**src/rtl/alarm_controller.sv**
```systemverilog
// rtl/alarm_controller.sv - alarm sequencer: match detect, ring, snooze, dismiss, auto-timeout
module alarm_controller #(
    parameter int SNOOZE_SEC       = 300,
    parameter int RING_TIMEOUT_SEC = 60,
    parameter int MAX_SNOOZE       = 3
) (
    input  logic       clk,
    input  logic       rst,
    input  logic       sec_tick,
    input  logic       alarm_en,
    input  logic       snooze,
    input  logic       dismiss,
    input  logic [1:0] TH1,
    input  logic [3:0] TH2,
    input  logic [2:0] TM1,
    input  logic [3:0] TM2,
    input  logic [1:0] AH1,
    input  logic [3:0] AH2,
    input  logic [2:0] AM1,
    input  logic [3:0] AM2,
    output logic       ringing,
    output logic       snoozing,
    output logic       buzzer,
    output logic       led_alarm,
    output logic [1:0] snooze_cnt
);

    localparam int RW = $clog2(RING_TIMEOUT_SEC + 1);
    localparam int SW = $clog2(SNOOZE_SEC + 1);
    localparam logic [RW-1:0] RING_LAST = RW'(RING_TIMEOUT_SEC - 1);
    localparam logic [SW-1:0] SNZ_LOAD  = SW'(SNOOZE_SEC);
    localparam logic [1:0]    SNZ_MAX   = 2'(MAX_SNOOZE);

    typedef enum logic [1:0] {IDLE, RINGING, SNOOZE} state_t;

    state_t        state, state_n;
    logic          blink, blink_n;
    logic [RW-1:0] ring_tmr, ring_tmr_n;
    logic [SW-1:0] snz_tmr, snz_tmr_n;
    logic [1:0]    snz_cnt_n;
    logic          match, match_q, trigger;

    assign match   = alarm_en & ({TH1, TH2, TM1, TM2} == {AH1, AH2, AM1, AM2});
    assign trigger = match & ~match_q;

    // match_q powers up high so a reset inside the alarm minute does not ring
    always_ff @(posedge clk or posedge rst) begin
        if (rst) begin
            state      <= IDLE;
            blink      <= 1'b0;
            ring_tmr   <= '0;
            snz_tmr    <= '0;
            snooze_cnt <= '0;
            match_q    <= 1'b1;
        end else begin
            state      <= state_n;
            blink      <= blink_n;
            ring_tmr   <= ring_tmr_n;
            snz_tmr    <= snz_tmr_n;
            snooze_cnt <= snz_cnt_n;
            match_q    <= match;
        end
    end

    always_comb begin
        state_n    = state;
        blink_n    = blink;
        ring_tmr_n = ring_tmr;
        snz_tmr_n  = snz_tmr;
        snz_cnt_n  = snooze_cnt;
        if (!alarm_en) begin
            state_n = IDLE;
            blink_n = 1'b0;
        end else begin
            unique case (state)
                IDLE: begin
                    if (trigger) begin
                        state_n    = RINGING;
                        ring_tmr_n = '0;
                        blink_n    = 1'b1;
                        snz_cnt_n  = '0;
                    end
                end
                RINGING: begin
                    if (dismiss) begin
                        state_n = IDLE;
                        blink_n = 1'b0;
                    end else if (snooze) begin
                        // a snooze past the limit is swallowed and the tick is still dropped
                        if (snooze_cnt < SNZ_MAX) begin
                            state_n   = SNOOZE;
                            snz_tmr_n = SNZ_LOAD;
                            snz_cnt_n = snooze_cnt + 2'd1;
                        end
                    end else if (sec_tick) begin
                        if (ring_tmr == RING_LAST) begin
                            state_n = IDLE;
                            blink_n = 1'b0;
                        end else begin
                            blink_n    = ~blink;
                            ring_tmr_n = ring_tmr + 1'b1;
                        end
                    end
                end
                SNOOZE: begin
                    if (dismiss) begin
                        state_n = IDLE;
                        blink_n = 1'b0;
                    end else if (snooze) begin
                        state_n = SNOOZE;
                    end else if (sec_tick) begin
                        if (snz_tmr <= SW'(1)) begin
                            state_n    = RINGING;
                            ring_tmr_n = '0;
                            blink_n    = 1'b1;
                            snz_tmr_n  = '0;
                        end else begin
                            snz_tmr_n = snz_tmr - 1'b1;
                        end
                    end
                end
                default: begin
                    state_n = IDLE;
                    blink_n = 1'b0;
                end
            endcase
        end
    end

    assign ringing  = (state == RINGING);
    assign snoozing = (state == SNOOZE);
    assign buzzer   = ringing & blink;

    always_comb begin
        led_alarm = alarm_en;
        if (state == RINGING)     led_alarm = blink;
        else if (state == SNOOZE) led_alarm = 1'b1;
    end

endmodule
```
**config.mk**
```make
export PLATFORM = sky130hd
export DESIGN_NAME = alarm_controller
export DESIGN_NICKNAME = d
export VERILOG_FILES = /design/src/rtl/alarm_controller.sv
export SDC_FILE = /design/constraint.sdc
export NUM_CORES = 1
export LEC_CHECK = 0
export BUFFER_PORTS_ARGS = -buffer_cell sky130_fd_sc_hd__clkbuf_2
export CAP_MARGIN = 20
export CORE_ASPECT_RATIO = 0.75
export CORE_MARGIN = 2
export CORE_UTILIZATION = 40
export DETAILED_ROUTE_END_ITERATION = 7
export PLACE_DENSITY = 0.66
export SLEW_MARGIN = 20
export SYNTH_ARGS = -nofsm -noshare
export SYNTH_HDL_FRONTEND = slang
export SYNTH_SLANG_ARGS = --single-unit
```
**constraint.sdc**
```tcl
create_clock -name clk -period 2.11 [get_ports clk]
set_clock_uncertainty 0.05 [all_clocks]
set_input_delay 0.1055 -clock clk [delete_from_list [all_inputs] [get_ports clk]]
set_output_delay 0.1055 -clock clk [all_outputs]
set_load 0.01 [all_outputs]
```
# Yosys cells after proc, flatten, opt, wreduce, memory -nomap -nowiden
# Cells that the tools add are included.
# word_totals
ff_bits	21
latchBits	0
mem_bits_rw	0
rom_bits	0
input_bits	32
out_inout_bits	6
elab_cells	99
n_memories	0
# op_classes
n_addsub	3
mul	0
div_mod_pow	0
n_lt_le_gt_ge	2
eq_ne	26
shifts	0
n_mux	48
bitwise_logic	5
reduce_logical	9
# op_table
operator	count
9-bit 2-to-1 mux	7
6-bit 2-to-1 mux	9
2-bit 2-to-1 mux	15
2-bit inequality test (second input constant)	9
6-bit case mux with 3 select lines	1
9-bit case mux with 2 select lines	1
6-bit AND reduction	3
4-bit inequality test (second input constant)	4
5-bit by 4-bit inequality test with 1-bit output (second input constant)	3
13-bit == test	1
1-bit 2-to-1 mux	12
11-bit AND reduction	1
5-bit inequality test (second input constant)	2
9-bit by 1-bit less-or-equal comparator with 1-bit output (second input constant)	1
9-bit by 1-bit subtractor with 9-bit output (second input constant)	1
8-bit AND reduction	1
6-bit by 1-bit adder with 6-bit output (second input constant)	1
6-bit == test (second input constant)	1
2-bit case mux with 3 select lines	1
2-bit by 1-bit inequality test with 1-bit output (second input constant)	2
4-bit by 3-bit inequality test with 1-bit output (second input constant)	1
2-bit case mux with 2 select lines	1
2-bit nonzero test	2
1-bit bitwise AND	3
9 further kinds	10

# Longest topological paths before layout
# Gate-level depths: netlist of run 1.
# depth
depth_word	7
mapped_depth	9
depth_no_buf	7

# Worst setup path after synthesis of run 1
# Ideal clock, no wire load.
# synth_timing
path_type	flip-flop to flip-flop
start	register snz_tmr[6]
end	register ring_tmr[1]
setup_time_ns	0.079
arrival_ns	1.849
required_ns	1.981
slack_ns	0.132
path_stages_with_launch	7
path_buffers	0
synth_period_minus_slack_ns	1.978
path_cell_list	dfrtp_1 > nor4_2 > o2111ai_1 > o22ai_1 > nand3_1 > a21boi_4 > mux2i_1
# synth_between
elab_chain_len	3
# synth_lines
element	line	source
start: declaration	39	logic [SW-1:0] snz_tmr, snz_tmr_n;
start signal: assignment	59	snz_tmr <= snz_tmr_n;
9-bit by 1-bit less-or-equal comparator with 1-bit output	112	if (snz_tmr <= SW'(1)) begin
2-bit by 1-bit inequality test with 1-bit output (no source line)	--	
11-bit AND reduction (no source line)	--	
end signal: assignment	58	ring_tmr <= ring_tmr_n;
end: declaration	38	logic [RW-1:0] ring_tmr, ring_tmr_n;
# Every way passes these cells.
# A chain may end at the register's enable or synchronous reset.

# Worst setup path after layout of run 1
# layout_timing
start	register snz_tmr[0]
end	register state[0]
# layout_between
elab_chain_len	3
# layout_lines
element	line	source
9-bit by 1-bit less-or-equal comparator with 1-bit output	112	
5-bit by 4-bit inequality test with 1-bit output (no source line)	--	
6-bit AND reduction (no source line)	--	
end signal: assignment	56	state <= state_n;
end: declaration	36	state_t state, state_n;
# Every way passes these cells.

==> results of run 1 <==
area by class of cell:
cell class                 count  share of cell area
multi-input combinational    134               0.463
sequential                    21               0.279
timing repair buffer          54               0.167
tap                           52              0.0345
inverter                      16              0.0319
clock buffer                   4              0.0239
cells in the mapped netlist (2+ instances only):
cell       number  share of area
dfrtp_1        20           0.34
xnor2_1         8          0.047
or2b_1          2          0.010
and3_1          2         0.0085
a21oi_1         8          0.027
clkbuf_1        5          0.013
a41oi_1         2          0.012
a211o_1         2          0.012
or3_1           2         0.0085
nor2b_1         2         0.0085
o22ai_1         2         0.0085
a21o_1          2          0.010
nor2_1         11          0.028
nand2_1        18          0.046
nor4_1          2         0.0085
ha_1            4          0.034
o2bb2ai_1       2          0.012
nand3_1         6          0.020
inv_1          16          0.041
o21ai_0         7          0.024
mux2i_1         4          0.027
o21ai_1        13          0.044
a211oi_1        2          0.010
nand4_1         2         0.0085
nand2b_1        3          0.013
a31oi_1         7          0.030
nor3_1          5          0.017
nor4b_1         2          0.012
metal layers:
layer / vias up / part of all wire / track usage
met5: - / 0 / 0
met4: 0 / 0.0026 / 0.0281
met3: 2 / 0.024 / 0.0377
met2: 15 / 0.43 / 0.247
met1: 657 / 0.54 / 0.300
li1: 750 / - / -
worst max-delay path by stage:
| stage | cells past startpoint | start | slack [ns] | to |
|---|---|---|---|---|
| finish | 7 | snz_tmr[0] | 0.18 | state[0] |
| global route | 8 | snz_tmr[4] | 0.02 | state[0] |
| CTS | 8 | snz_tmr[4] | 0.20 | state[0] |
| detailed placement | 7 | AM2[1] | 0.09 | ring_tmr[1] |
| global placement | 7 | AM2[1] | 0.12 | ring_tmr[1] |
| floorplan | 6 | snz_tmr[6] | 0.13 | ring_tmr[1] |
layout by cell type (no fill, tap or decap), drive strengths merged, types with 3 or more instances in the layout:
| cell | Yosys | routed |
|---|---|---|
| clkbuf | 5 | 41 |
| dfrtp | 20 | 20 |
| o21ai | 20 | 20 |
| nand2 | 18 | 18 |
| inv | 16 | 16 |
| buf | 0 | 16 |
| nor2 | 11 | 11 |
| a21oi | 8 | 8 |
| xnor2 | 8 | 8 |
| a31oi | 7 | 7 |
| nand3 | 6 | 6 |
| nor3 | 5 | 5 |
| mux2i | 4 | 4 |
| ha | 4 | 4 |
| nand2b | 3 | 3 |
| nor4 | 3 | 3 |
power by group:
part | switching [mW] | internal [mW] | leakage [nW]
Sequential | 0.0210 | 0.424 | 0.283
Combinational | 0.112 | 0.102 | 0.599
Clock | 0.125 | 0.134 | 0.0228
Total | 0.259 | 0.660 | 0.905
registers in the layout (all words and copies together) (netlist names):
name	cells
snooze_cnt	2
snz_tmr	9
ring_tmr	6
state	2
match_q	1
blink	1
stage by stage:
step                      total power, mW  cell area, um^2  hold slack [ns]  instances
after CTS                           0.929             1890            0.118        281
after global placement              0.663             1830            0.251        276
after detailed placement            0.664             1830            0.244        276
after floorplan                     0.566             1480           0.0313        176
final                               0.918             1890            0.124        281
after global routing                0.974             1890            0.141        281
cell families after synthesis:
kind of cell    share of synthesized area
fa+ha+maj                          0.0338
compound gates                      0.261
flops                               0.356
buf+inv                            0.0533
simple gates                        0.215
mux                                0.0271
xor+xnor                           0.0533
worst reg2reg max path, cell delays in order, from the launching register on:
cell,delay (ns)
dfrtp_1,0.39
ha_1,0.23
o21ai_1,0.18
nor2_1,0.09
a2111oi_0,0.47
buf_4,0.20
nor4bb_1,0.05
a21o_1,0.18
==> summary.txt, run 1 <==
PLACEMENT
--------------------------------------------------------------------------------------------------
Dpl hpwl                                                                                   2760 um
Post-placement setup slack                                                               0.0871 ns
Routability-driven placement congestion ratio                                                0.878
PortBufs                                                                                        37

SETUP PATH
--------------------------------------------------------------------------------------------------
Worst setup EP type                                                                       register
Buffer and inverter count on the worst path                                                      1
Crit-path max cell delay                                                                   0.47 ns
Slowest library cell on the worst path                                                   a2111oi_0
Startpoint of the lowest-slack register-to-register path                                snz_tmr[0]
Worst path cell trace                                                                 ha_1 > o21ai_1 > nor2_1 > a2111oi_0 > buf_4 > nor4bb_1 > a21o_1
Startpoint-to-endpoint class of the critical path                                          reg2reg
Signal arrival time at the worst endpoint                                                  2.03 ns
Delay-heaviest family, CP                                                             compound AO/OA/AOI/OAI gates
Required time of the worst setup path                                                      2.21 ns
FF-to-FF End                                                                              state[0]
Critical path startpoint category                                                         register
Maximum net fanout on the critical path                                                          2
Register-to-Register Setup Slack                                                           0.18 ns
Worst reg2reg path depth                                                                         7

CLOCK NETWORK
--------------------------------------------------------------------------------------------------
H-tree levels                                                                                    1
Largest buffer count on any clock path                                                           2
Clock Sinks                                                                                     21
CTS tree                                                                                       yes
Worst-skew pair later-pin latency                                                          0.25 ns
Root Driver                                                                               clkbuf_8
Post-cts sizing count                                                                            0
Clock transition time at the flip-flop clock pins of the worst setup and hold paths        0.07 ns
Buffer count from post-CTS setup fixing                                                          0
Hold-fix buffer count after cts                                                                  1
Clock buffer count from CTS                                                                      3

ROUTE
--------------------------------------------------------------------------------------------------
Routed wirelength normalized by instance count                                             12.2 um
DR vias                                                                                      1,424
First-pass DRT Iterations                                                                        4
Final antenna-violating net count                                                                0
Number of design-rule violations left by the first detailed-router iteration                   106
Total Routed Length                                                                        3430 um
Vias per Instance                                                                             5.07
DRC errors left                                                                                  0

FLOORPLANNING
--------------------------------------------------------------------------------------------------
Width of the die                                                                           74.2 um
Initial Util                                                                                 0.412
Die extent in y                                                                            56.7 um
Number of top-level pins                                                                        38
Standard cell core area                                                                  3590 um^2
Standard-cell row count                                                                         19
Die outline area                                                                         4200 um^2

TIMING
--------------------------------------------------------------------------------------------------
Period utilisation layout                                                                    0.913
Slew at the pin with the worst max-slew slack                                             0.802 ns
Relative slew margins                                                                        0.465
Final Hold Violating Endpoints                                                                   0
Final setup vio count                                                                            0
Setup TNS                                                                                     0 ns
Total count of max-transition violations in the final report                                     0
Post-layout minimum cycle time                                                             1.93 ns
Worst Slack Setup Final                                                                   0.184 ns
Fmax                                                                                       519 MHz
RSZ-0062 raised after global routing                                                         false

POWER AND IR DROP
--------------------------------------------------------------------------------------------------
Maximum vdd ir drop                                                                       0.309 mV
PwrDens                                                                                487 nW/um^2
Static leakage                                                                            0.905 nW

LAYOUT
--------------------------------------------------------------------------------------------------
Fraction of layout instances using a drive strength above 1                                  0.271
Synth-to-layout area growth                                                                  27.5%
Fillcell total                                                                                 338
Finished Core Util                                                                           0.525
Combined area of the multi-input logic cells                                              873 um^2
Number of nets in the layout                                                                   266
Inserted Diodes                                                                                  0
Reg area                                                                                  527 um^2

LOGIC SYNTHESIS
--------------------------------------------------------------------------------------------------
Post-Syn Nets                                                                                  212
Number of standard cells after synthesis                                                       176
Synthesis-stage register bit count                                                              21
Number of distinct library cells after synthesis                                                43
Number of enable flip-flop cells after synthesis                                                 0
Post-synthesis cell area                                                                 1480 um^2
Part of the Yosys area used for sequential elements                                          0.356
Syn_area_per_cell                                                                        8.40 um^2
Yosys warns                                                                                      0
Top flip-flop cell by instance count after synthesis                                       dfrtp_1
Async S/R FF share, synth                                                                     1.00

GLOBAL ROUTE
--------------------------------------------------------------------------------------------------
Total global routing overflow                                                                    0
First-pass GRT wire length                                                                 6080 um
Via count of the first global-routing pass                                                   1,335
Total Routing Usage GR                                                                       0.183
Pin count of the biggest net entering global routing                                            22
Number of antenna violations at the first check in global routing                                0

HOLD PATH
--------------------------------------------------------------------------------------------------
Hold crit path type                                                                         in2reg
Terminating pin of the worst hold path                                                    state[1]
Launch instance of the worst min-delay path                                                 snooze
Number of instances on the worst hold path                                                       2

RUN STATUS
--------------------------------------------------------------------------------------------------
Result of the run                                                                     finished, final reports clean

FLOW RUN
--------------------------------------------------------------------------------------------------
Maximum Capacitance Violations                                                                   0

No activity file was read; power rests on OpenSTA's default activity.
==> inputs of run 2 (changes only) <==
- ABC_AREA: not set -> 1
- PLACE_DENSITY: 0.66 -> not set
==> summary.txt, run 2 <==
TIMING
--------------------------------------------------------------------------------------------------
RSZ-0062 raised after global routing                                                         false
Final Hold Violating Endpoints                                                                   0   unchanged
Post-layout minimum cycle time                                                             1.85 ns   -0.0790 ns
Period utilisation layout                                                                    0.875   -0.0374
Slew at the pin with the worst max-slew slack                                             0.655 ns   -0.147 ns
Relative slew margins                                                                        0.562   +0.0971
Final setup vio count                                                                            0   unchanged
Total count of max-transition violations in the final report                                     0   unchanged
Setup TNS                                                                                     0 ns   unchanged
Fmax                                                                                       541 MHz   +4.3%

LOGIC SYNTHESIS
--------------------------------------------------------------------------------------------------
Syn_area_per_cell                                                                        6.35 um^2   -24%
Synthesis-stage register bit count                                                              21   unchanged
Async S/R FF share, synth                                                                     1.00   unchanged
Fraction of synthesized cell area taken by the top area cell type                            0.292   -0.0467
Yosys warns                                                                                      0   unchanged
Most instantiated library cell after synthesis                                             nand2_1
Number of standard cells after synthesis                                                       270   +53%
Dominant cells by area after synthesis                                                dfrtp_1 29%, nand2_1 18%, inv_1 9.6%
Post-Syn Nets                                                                                  306   +44%
Number of enable flip-flop cells after synthesis                                                 0   unchanged
Post-synthesis cell area                                                                 1720 um^2   +16%
Synth cell count leaders                                                              82 x nand2_1, 44 x inv_1, 40 x nor2_1, 20 x dfrtp_1, 20 x nand3_1
Top flip-flop cell by instance count after synthesis                                       dfrtp_1
Part of the Yosys area used for sequential elements                                          0.307   -0.0491
Top cell type by total area after synthesis                                                dfrtp_1
Number of distinct library cells after synthesis                                                32   -26%

LAYOUT
--------------------------------------------------------------------------------------------------
Largest Register                                                                           snz_tmr
Area of all placed cells without fillers                                                 2020 um^2   +7.3%
Inserted Diodes                                                                                  0   unchanged
Max reg flops                                                                                    9   unchanged
Commonest non-fill, non-tap cells in the layout                                       82 x nand2_1, 44 x inv_1, 40 x nor2_1, 37 x clkbuf_2
Most common cell after layout, fill and taps aside                                         nand2_1
Number of nets in the layout                                                                   349   +31%
Synth-to-layout area growth                                                                  17.9%
Regs by FF count                                                                      snz_tmr x9, ring_tmr x6
Fraction of layout instances using a drive strength above 1                                  0.199   -0.0720

CLOCK NETWORK
--------------------------------------------------------------------------------------------------
Buffer count from post-CTS setup fixing                                                          0   unchanged
H-tree levels                                                                                    1   unchanged
Clock transition time at the flip-flop clock pins of the worst setup and hold paths        0.08 ns   about the same
Clock buffer count from CTS                                                                      3   unchanged
CTS tree                                                                                       yes
Worst-skew pair later-pin latency                                                          0.26 ns   about the same
Clock Sinks                                                                                     21   unchanged
Largest buffer count on any clock path                                                           2   unchanged
Root Driver                                                                               clkbuf_8

SETUP PATH
--------------------------------------------------------------------------------------------------
Startpoint-to-endpoint class of the critical path                                          reg2reg
Register-to-Register Setup Slack                                                           0.26 ns   +0.08 ns
CP Launch Point                                                                       snooze_cnt[0]
Signal arrival time at the worst endpoint                                                  1.99 ns   -0.04 ns
Worst setup EP type                                                                       register
Worst reg2reg path depth                                                                         6   -1
Timing endpoint of the critical path                                                    snz_tmr[1]
Required time of the worst setup path                                                      2.25 ns   +0.04 ns
Maximum net fanout on the critical path                                                         12   +10
Startpoint of the lowest-slack register-to-register path                              snooze_cnt[0]
Critical path startpoint category                                                         register
FF-to-FF End                                                                            snz_tmr[1]

GLOBAL ROUTE
--------------------------------------------------------------------------------------------------
Number of antenna violations at the first check in global routing                                0   unchanged
Total Routing Usage GR                                                                       0.176   -0.00723
Pin count of the biggest net entering global routing                                            22   unchanged
Via count of the first global-routing pass                                                   1,504   +13%
First-pass GRT wire length                                                                 6710 um   +10%
Total global routing overflow                                                                    0   unchanged

RUN STATUS
--------------------------------------------------------------------------------------------------
Result of the run                                                                     finished, final reports clean

FLOORPLANNING
--------------------------------------------------------------------------------------------------
Standard cell core area                                                                  4080 um^2   +14%
Width of the die                                                                           79.6 um   +7.3%
Die extent in y                                                                            60.7 um   +7.2%
Initial Util                                                                                 0.421   +0.00856
Die outline area                                                                         4830 um^2   +15%
Standard-cell row count                                                                         20   +1
Number of top-level pins                                                                        38   unchanged

ROUTE
--------------------------------------------------------------------------------------------------
DRC errors left                                                                                  0   unchanged
Total Routed Length                                                                        3900 um   +14%
Final antenna-violating net count                                                                0   unchanged
First-pass DRT Iterations                                                                        5   +1
Number of design-rule violations left by the first detailed-router iteration                   191   +80%
DR vias                                                                                      1,752   +23%
Routed wirelength normalized by instance count                                             10.6 um   -13%
Vias per Instance                                                                             4.77   -5.8%

POWER AND IR DROP
--------------------------------------------------------------------------------------------------
PwrDens                                                                                752 nW/um^2   +54%
Static leakage                                                                             1.15 nW   +27%
Maximum vdd ir drop                                                                       0.463 mV   +50%

FLOW RUN
--------------------------------------------------------------------------------------------------
Maximum Capacitance Violations                                                                   0   unchanged

PLACEMENT
--------------------------------------------------------------------------------------------------
PortBufs                                                                                        37   unchanged
Cell area after placement                                                                1970 um^2   +7.5%
Routability-driven placement congestion ratio                                                0.857   -2.4%
Dpl hpwl                                                                                   3040 um   +10%

HOLD PATH
--------------------------------------------------------------------------------------------------
Hold crit path type                                                                         in2reg

-- run 2: changes by cell type in the layout (fill, tap and decap cells not counted), sizes merged, moves of 7 or more --
cell,before,now
nand2,18,85
nor2,11,45
inv,16,47
nand3,6,21
buf,16,2
o21ai,20,8
a31oi,7,0
-- run 2: final cells by class --
| cell class | instances | area (um^2) |
|---|---|---|
| timing repair buffer | 40 | 210 |
| sequential | 21 | 527 |
| fill | 416 | 2060 |
| clock buffer | 4 | 45.0 |
| inverter | 47 | 176 |
| tap | 55 | 68.8 |
| multi-input combinational | 200 | 996 |
-- run 2: critical path: stages (launching register included) --
cell and delay [ns]:
dfrtp_1 0.42, ha_1 0.26, o21ai_1 0.18, o211ai_2 0.31, nor2_2 0.31, nand2_1 0.11, o21ai_1 0.13
-- run 2: worst min path at each step --
stage,start,end,slack [ns],depth (start not counted)
CTS,AH2[0],match_q,0.06,4
global placement,rst,ring_tmr[5],0.09,3
floorplan,rst,blink,0.03,1
finish,AH2[0],match_q,0.07,4
detailed placement,rst,snz_tmr[1],0.09,3
global route,AH2[0],match_q,0.10,4
-- run 2: cell families after synthesis --
kind of cell,after synthesis,synth area share
DFF,21,0.307
AOI/OAI and AO/OA,24,0.0912
and+or+nand+nor,168,0.440
xor gates and xnor gates,4,0.0204
adders and majority gates,4,0.0292
buffers and inverters,49,0.112
-- run 2: metal layers --
layer	track usage	vias to the layer above	wire [um]
met5	0	-	0
met4	0.0345	0	14
met3	0.0313	2	215
met2	0.252	53	1460
met1	0.275	762	2210
li1	-	935	-
-- run 2: through the flow --
| stage | power (mW) | std cells | hold slack [ns] | util | setup slack, ns |
|---|---|---|---|---|---|
| after floorplan | 1.05 | 270 | 0.0313 | - | 0.615 |
| after global placement | 1.25 | 362 | 0.0922 | 0.483 | 0.248 |
| after detailed placement | 1.25 | 362 | 0.0924 | 0.483 | 0.290 |
| after CTS | 1.53 | 367 | 0.0598 | 0.496 | 0.255 |
| after global routing | 1.66 | 367 | 0.103 | 0.496 | 0.122 |
| final | 1.52 | 367 | 0.0675 | 0.496 | 0.263 |
-- run 2: repair_timing --
action	in CTS	in global routing
hold buffers	1	0
endpoints found under the setup margin	0	0
gates resized for setup	0	0
endpoints found under the hold margin	20	0
-- run 2: where the power goes --
group          leakage (nW)  total, mW  switching (mW)  internal, mW
logic                 0.867      0.715           0.478         0.238
clock network        0.0228      0.273           0.138         0.135
registers             0.263      0.533          0.0637         0.470
